==> src/rtl/tft_timing_pkg.sv <==
// Shared timing constants and helpers for the 480x272 TFT panel.
// The pixel generators import the same values so their coordinate space
// matches the timing controller exactly.
package tft_timing_pkg;

    // Horizontal timing, in pixel clocks
    localparam logic [9:0] H_SYNC  = 10'd41;
    localparam logic [9:0] H_BACK  = 10'd2;
    localparam logic [9:0] H_VALID = 10'd480;
    localparam logic [9:0] H_FRONT = 10'd2;
    localparam logic [9:0] H_TOTAL = 10'd525;

    // Vertical timing, in lines
    localparam logic [9:0] V_SYNC  = 10'd10;
    localparam logic [9:0] V_BACK  = 10'd2;
    localparam logic [9:0] V_VALID = 10'd272;
    localparam logic [9:0] V_FRONT = 10'd2;
    localparam logic [9:0] V_TOTAL = 10'd286;

    // Active level of hsync/vsync
    localparam logic SYNC_POL = 1'b1;

    // Coordinate value meaning "no pixel requested"
    localparam logic [9:0] NO_PIX = 10'h3ff;

    // RGB565 colour constants
    localparam logic [15:0] BLACK   = 16'h0000;
    localparam logic [15:0] WHITE   = 16'hffff;
    localparam logic [15:0] RED     = 16'hf800;
    localparam logic [15:0] GREEN   = 16'h07e0;
    localparam logic [15:0] BLUE    = 16'h001f;
    localparam logic [15:0] YELLOW  = 16'hffe0;
    localparam logic [15:0] CYAN    = 16'h07ff;
    localparam logic [15:0] MAGENTA = 16'hf81f;
    localparam logic [15:0] GRAY    = 16'hd69a;

    // Per-axis window decode produced by tft_axis_cnt
    typedef struct packed {
        logic sync_act;  // counter inside the sync pulse
        logic valid;     // counter inside the active (displayed) window
        logic req;       // counter inside the coordinate-request window
    } axis_win_t;

    // True when cnt lies in the half-open window [lo, lo+len)
    function automatic logic in_window(input logic [9:0] cnt,
                                       input logic [9:0] lo,
                                       input logic [9:0] len);
        return (cnt >= lo) && (cnt < (lo + len));
    endfunction

endpackage

==> src/rtl/tft_axis_cnt.sv <==
// One timing axis: a wrap counter with enable, a wrap flag for cascading,
// and decode of the sync, active and request windows. The request window
// can be moved REQ_LEAD counts earlier than the active window so that a
// registered downstream generator returns data exactly in the active slot.
module tft_axis_cnt
    import tft_timing_pkg::*;
#(
    parameter logic [9:0] TOTAL    = H_TOTAL,
    parameter logic [9:0] SYNC     = H_SYNC,
    parameter logic [9:0] BACK     = H_BACK,
    parameter logic [9:0] VALID    = H_VALID,
    parameter logic [9:0] REQ_LEAD = 10'd0
) (
    input  logic       clk,
    input  logic       rst_n,
    input  logic       en,
    output logic [9:0] cnt,
    output logic       wrap,
    output axis_win_t  win
);

    localparam logic [9:0] ACT_START = SYNC + BACK;
    localparam logic [9:0] REQ_START = ACT_START - REQ_LEAD;

    logic [9:0] cnt_d;
    logic [9:0] cnt_q;
    logic       at_last;

    // Next count: advance when enabled, wrap TOTAL-1 -> 0
    always_comb begin
        at_last = (cnt_q == (TOTAL - 10'd1));
        cnt_d   = cnt_q;
        if (en) begin
            cnt_d = at_last ? 10'd0 : cnt_q + 10'd1;
        end
    end

    // Counter register, cleared asynchronously
    always_ff @(posedge clk or negedge rst_n) begin
        if (!rst_n) begin
            cnt_q <= 10'd0;
        end else begin
            cnt_q <= cnt_d;
        end
    end

    // Window decode straight off the registered count
    always_comb begin
        win.sync_act = (cnt_q < SYNC);
        win.valid    = in_window(cnt_q, ACT_START, VALID);
        win.req      = in_window(cnt_q, REQ_START, VALID);
    end

    assign cnt  = cnt_q;
    assign wrap = en & at_last;

endmodule

==> src/rtl/tft_ctrl.sv <==
// TFT-LCD timing controller for a 480x272 panel on the 9 MHz pixel clock.
// Two cascaded axis counters produce hsync/vsync/data-enable; the
// controller also requests pixel coordinates from the generators and
// gates their returned data onto the panel bus.
//
// Generator interface: pix_x/pix_y are presented one cycle before the
// panel slot they belong to. The generator registers its answer, so
// pix_data for coordinate (x,y) requested in cycle n is valid in cycle
// n+1, which is exactly when tft_de is high for that pixel. There is no
// back-pressure; pix_x/pix_y read 10'h3ff when nothing is requested and
// pix_data is ignored whenever tft_de is low.
module tft_ctrl
    import tft_timing_pkg::*;
#(
    parameter logic [9:0] P_H_SYNC   = H_SYNC,
    parameter logic [9:0] P_H_BACK   = H_BACK,
    parameter logic [9:0] P_H_VALID  = H_VALID,
    parameter logic [9:0] P_H_TOTAL  = H_TOTAL,
    parameter logic [9:0] P_V_SYNC   = V_SYNC,
    parameter logic [9:0] P_V_BACK   = V_BACK,
    parameter logic [9:0] P_V_VALID  = V_VALID,
    parameter logic [9:0] P_V_TOTAL  = V_TOTAL,
    parameter logic       P_SYNC_POL = SYNC_POL
) (
    input  logic        clk_9m,
    input  logic        sys_rst_n,
    input  logic [15:0] pix_data,
    output logic [9:0]  pix_x,
    output logic [9:0]  pix_y,
    output logic [15:0] rgb_tft,
    output logic        hsync,
    output logic        vsync,
    output logic        tft_de,
    output logic        tft_clk,
    output logic        tft_bl,
    output logic        frame_start
);

    // First requested column sits one clock before the first active column
    localparam logic [9:0] X_ORIGIN = P_H_SYNC + P_H_BACK - 10'd1;
    localparam logic [9:0] Y_ORIGIN = P_V_SYNC + P_V_BACK;

    logic [9:0] cnt_h;
    logic [9:0] cnt_v;
    logic       h_wrap;
    logic       v_wrap_unused;
    axis_win_t  h_win;
    axis_win_t  v_win;
    logic       rgb_valid;
    logic       pix_req;

    // Horizontal axis: free-running, request window leads by one clock
    tft_axis_cnt #(
        .TOTAL    (P_H_TOTAL),
        .SYNC     (P_H_SYNC),
        .BACK     (P_H_BACK),
        .VALID    (P_H_VALID),
        .REQ_LEAD (10'd1)
    ) u_h_cnt (
        .clk   (clk_9m),
        .rst_n (sys_rst_n),
        .en    (1'b1),
        .cnt   (cnt_h),
        .wrap  (h_wrap),
        .win   (h_win)
    );

    // Vertical axis: steps at end of line, request window equals active
    tft_axis_cnt #(
        .TOTAL    (P_V_TOTAL),
        .SYNC     (P_V_SYNC),
        .BACK     (P_V_BACK),
        .VALID    (P_V_VALID),
        .REQ_LEAD (10'd0)
    ) u_v_cnt (
        .clk   (clk_9m),
        .rst_n (sys_rst_n),
        .en    (h_wrap),
        .cnt   (cnt_v),
        .wrap  (v_wrap_unused),
        .win   (v_win)
    );

    // Output decode from the registered counters, no extra pipeline
    always_comb begin
        rgb_valid   = h_win.valid & v_win.valid;
        pix_req     = h_win.req & v_win.req;
        hsync       = h_win.sync_act ? P_SYNC_POL : ~P_SYNC_POL;
        vsync       = v_win.sync_act ? P_SYNC_POL : ~P_SYNC_POL;
        pix_x       = pix_req ? (cnt_h - X_ORIGIN) : NO_PIX;
        pix_y       = pix_req ? (cnt_v - Y_ORIGIN) : NO_PIX;
        rgb_tft     = rgb_valid ? pix_data : BLACK;
        frame_start = (cnt_h == 10'd0) && (cnt_v == 10'd0);
    end

    assign tft_de  = rgb_valid;
    assign tft_clk = clk_9m;
    assign tft_bl  = sys_rst_n;

endmodule

==> config.mk <==
export PLATFORM = sky130hd
export DESIGN_NAME = tft_ctrl
export DESIGN_NICKNAME = d
export VERILOG_FILES = /design/src/rtl/tft_timing_pkg.sv /design/src/rtl/tft_axis_cnt.sv /design/src/rtl/tft_ctrl.sv
export SDC_FILE = /design/constraint.sdc
export NUM_CORES = 1
export LEC_CHECK = 0
export ABC_AREA = 0
export ABC_CLOCK_PERIOD_IN_PS = 2750
export BUFFER_PORTS_ARGS = -buffer_cell sky130_fd_sc_hd__buf_2
export CAP_MARGIN = 30
export CORE_UTILIZATION = 51
export DETAILED_ROUTE_END_ITERATION = 7
export PLACE_DENSITY = 0.8
export SETUP_SLACK_MARGIN = 0.5
export SLEW_MARGIN = 20
export SYNTH_ARGS = -nofsm -noshare
export SYNTH_HDL_FRONTEND = slang
export SYNTH_SLANG_ARGS = --single-unit
export TNS_END_PERCENT = 10
==> constraint.sdc <==
create_clock -name clk_9m -period 2.75 [get_ports clk_9m]
set_input_delay 0.1375 -clock clk_9m [delete_from_list [all_inputs] [get_ports clk_9m]]
set_output_delay 0.1375 -clock clk_9m [all_outputs]
set_load 0.02 [all_outputs]
==> reports/results.tsv <==
stage	metric	value	unit
status	status	complete, no violations	
route	remaining_drc_errors	0	
die	rows	21	
clock_tree	insertion_delay	0.43	ns
placed_design	dpl.cell_count	334	
yosys	synth-main-ff-cell	sky130_fd_sc_hd__dfrtp_1	
die	core_area	3390	sq um
route	drt-vias-per-instance	5.61	
timing	maxSlewViolCount	0	
timing	max_clock_freq	377	MHz
global_routing	grt_pass1_vias	1767	
route	drt_pass1_iterations	4	
clock_tree	worst_setup_hold_path_clk_slew	0.12	ns
worst_setup_path	timing.reg2reg.setup_slack	0.86	ns
placed_design	placement.io_buffers	59	
worst_setup_path	cp.required	2.61	ns
die	die_area	3860	sq um
die	io_pins	60	
pwr	pwr_density_cell	249	nW/um^2
yosys	synth-async-reset-ratio	100	%
pwr	total_power	0.565	mW
cells_and_area	reg_area	500	sq um
yosys	syn-instance-count	244	
timing	grt_setup_unrepaired	true	
timing	timing.final.crit_share	96.5	%
global_routing	grt-ovfl-total	0	
route	drt_wl_total	5.02	mm
cells_and_area	multi_input_logic_area	1190	sq um
route	detail_route.wl_per_cell	14.4	um
timing	fin_skew	0.0139	ns
worst_setup_path	worst_ep_arrival_time	2.52	ns
yosys	netlist_area_before_placement	1850	sq um
yosys	synth-edff-count	0	
worst_hold_path	holdCritPathClass	primary input to asynchronous set/reset pin	
cells_and_area	finalNetCount	334	
global_routing	wire_length_of_the_first_global_routing_pass	8.16	mm
worst_setup_path	critical_path.startpoint_type	register	
yosys	post_synth_num_cell_types	42	
die	dieWidth	62.2	um
cells_and_area	drive_gt1_share	31.8	%
placed_design	place.gp.congestion	0.885	
worst_setup_path	rr_startpoint	u_h_cnt.cnt[1]	
route	detailroute.via_count	1952	
route	drt-initial-drc-count	91	
worst_setup_path	setup.worst_path.class	register to primary output	
yosys	post_synth_main_area_contributors	sky130_fd_sc_hd__dfrtp_1 27%, sky130_fd_sc_hd__ha_1 8.1%, sky130_fd_sc_hd__nand2_1 7.3%	
cells_and_area	final.fill_count	293	
worst_setup_path	reg2reg_to	u_v_cnt.cnt[4]	
worst_setup_path	reg2reg_depth	6	
clock_tree	clock_tree_from_tritoncts	yes	
global_routing	antenna_violations_before_repair	0	
cells_and_area	final_cell_count_no_fill	348	
flow_run	cap_violations	0	
timing	tns_setup	0	ns
global_routing	grt_max_degree	22	
cells_and_area	num_antenna_cells	0	
yosys	synth_area_leader_cell	sky130_fd_sc_hd__dfrtp_1	
placed_design	hpwlAfterDp	3.40	mm
yosys	ys_warnings	0	
timing	min_period	2.65	ns
yosys	synth_top_area_share	27.1	%
global_routing	gr-usage-all-layers	27.1	%
timing	setup_violations	0	
yosys	syn-num-nets	274	
pwr	ir_drop	299	uV
cells_and_area	flow.area_growth_from_synthesis	23.1	%
timing	finalHoldViolations	0	
die	start_util	54.4	%
route	route.antenna.remaining_nets	0	
yosys	yosys_register_bits	20	
yosys	synth.yosys.seq_area_share	27.1	%
die	floorplan.die.height	62.2	um
timing	slew_at_the_pin_with_the_worst_max_slew_slack	0.470	ns
pwr	cellLeakagePower	1.10	nW
yosys	synth_area_per_cell	7.56	sq um
worst_setup_path	worst_setup_end_kind	primary output	
timing	maxSlewHeadroom	68.7	%
worst_setup_path	crit_fanout	6	
## stage by stage
step / hold WS (ns) / instance area, sq um / setup WS, ns / utilization, %
floorplan: -0.158 / 1850 / 0.561 / -
global placement: 0.116 / 2110 / 0.395 / 62.2
detailed placement: 0.124 / 2110 / 0.344 / 62.2
CTS: 0.200 / 2250 / 0.0416 / 66.5
global route: 0.231 / 2270 / 0.0527 / 67.0
finish: 0.179 / 2270 / 0.0957 / 67.0
## synth_stat cells (7+ instances only)
cell type                  number
sky130_fd_sc_hd__nand2_1       36
sky130_fd_sc_hd__nand3_1       24
sky130_fd_sc_hd__dfrtp_1       20
sky130_fd_sc_hd__nor2_1        20
sky130_fd_sc_hd__inv_1         13
sky130_fd_sc_hd__ha_1          12
sky130_fd_sc_hd__xor2_1        11
sky130_fd_sc_hd__nor2_2        10
sky130_fd_sc_hd__o21ai_0       10
sky130_fd_sc_hd__clkbuf_1       9
sky130_fd_sc_hd__xnor2_1        9
sky130_fd_sc_hd__a21oi_1        8
sky130_fd_sc_hd__nand4_1        7
sky130_fd_sc_hd__or3_1          7
## timing repair
item                                    4_1_cts  5_1_grt
cloned                                        1        0
endpoints found under the hold margin        20        0
gates resized for setup                      15        2
pin swaps                                     4        1
hold buffers                                  1        0
endpoints found under the setup margin       38       39
buffers inserted                              4        1
## layer usage
metal	share of wire [%]	wire, um	up-vias	global-route usage, %
li1	-	-	934	-
met1	43	2160	883	34.1
met2	45	2280	112	42.6
met3	8.1	408	23	5.33
met4	3.4	170	0	16.9
met5	0	0	-	0
## flip-flops by register name, summed over array words and instances (netlist names)
signal,cells
u_h_cnt.cnt,10
u_v_cnt.cnt,10
## how the worst max path moves through the flow
stage | cells past startpoint | end | slack (ns) | from
final | 7 | pix_y[3] | 0.1 | u_v_cnt.cnt[3]
after global routing | 7 | pix_y[3] | 0.05 | u_v_cnt.cnt[3]
after CTS | 6 | pix_y[3] | 0.04 | u_v_cnt.cnt[3]
after detailed placement | 7 | pix_x[9] | 0.34 | u_v_cnt.cnt[2]
after global placement | 6 | rgb_tft[15] | 0.40 | u_v_cnt.cnt[2]
after floorplan | 4 | vsync | 0.56 | u_v_cnt.cnt[2]
## critical path, stage by stage (launching register included)
cell and delay [ns]:
sky130_fd_sc_hd__dfrtp_1 0.44, sky130_fd_sc_hd__ha_4 0.18, sky130_fd_sc_hd__a2111o_1 0.36, sky130_fd_sc_hd__a221o_1 0.38, sky130_fd_sc_hd__a211oi_4 0.17, sky130_fd_sc_hd__buf_6 0.16, sky130_fd_sc_hd__or2b_1 0.26, sky130_fd_sc_hd__buf_6 0.14
## cells by family after synthesis
family / after synthesis / share of synthesized area [%]
buf+inv: 34 / 10.1
flops: 20 / 27.1
compound gates: 30 / 10.2
xor+xnor: 20 / 9.49
fa+ha+maj: 12 / 8.14
simple gates: 128 / 35.0
## cells in the final DEF (no fill, tap or decap), drive strengths merged, types with 9 or more instances in the layout
cell type / count
buf: 71
nand2: 36
nor2: 30
nand3: 24
dfrtp: 20
inv: 13
ha: 12
xor2: 11
o21ai: 11
xnor2: 9
## cell type report
type | count | area share [%]
Clock buffer | 7 | 2.20
Inverter | 13 | 2.15
Multi-Input combinational cell | 190 | 52.3
Sequential cell | 20 | 22.0
Tap cell | 46 | 2.53
Timing Repair Buffer | 72 | 18.7
## report_power, final
group / total, mW / leakage [nW] / internal, mW / switching [mW]
clock network: 0.243 / 0.0315 / 0.110 / 0.134
registers: 0.294 / 0.265 / 0.294 / 0
logic: 0.0273 / 0.800 / 0.0129 / 0.0144
(Power assumes the default switching activity.)
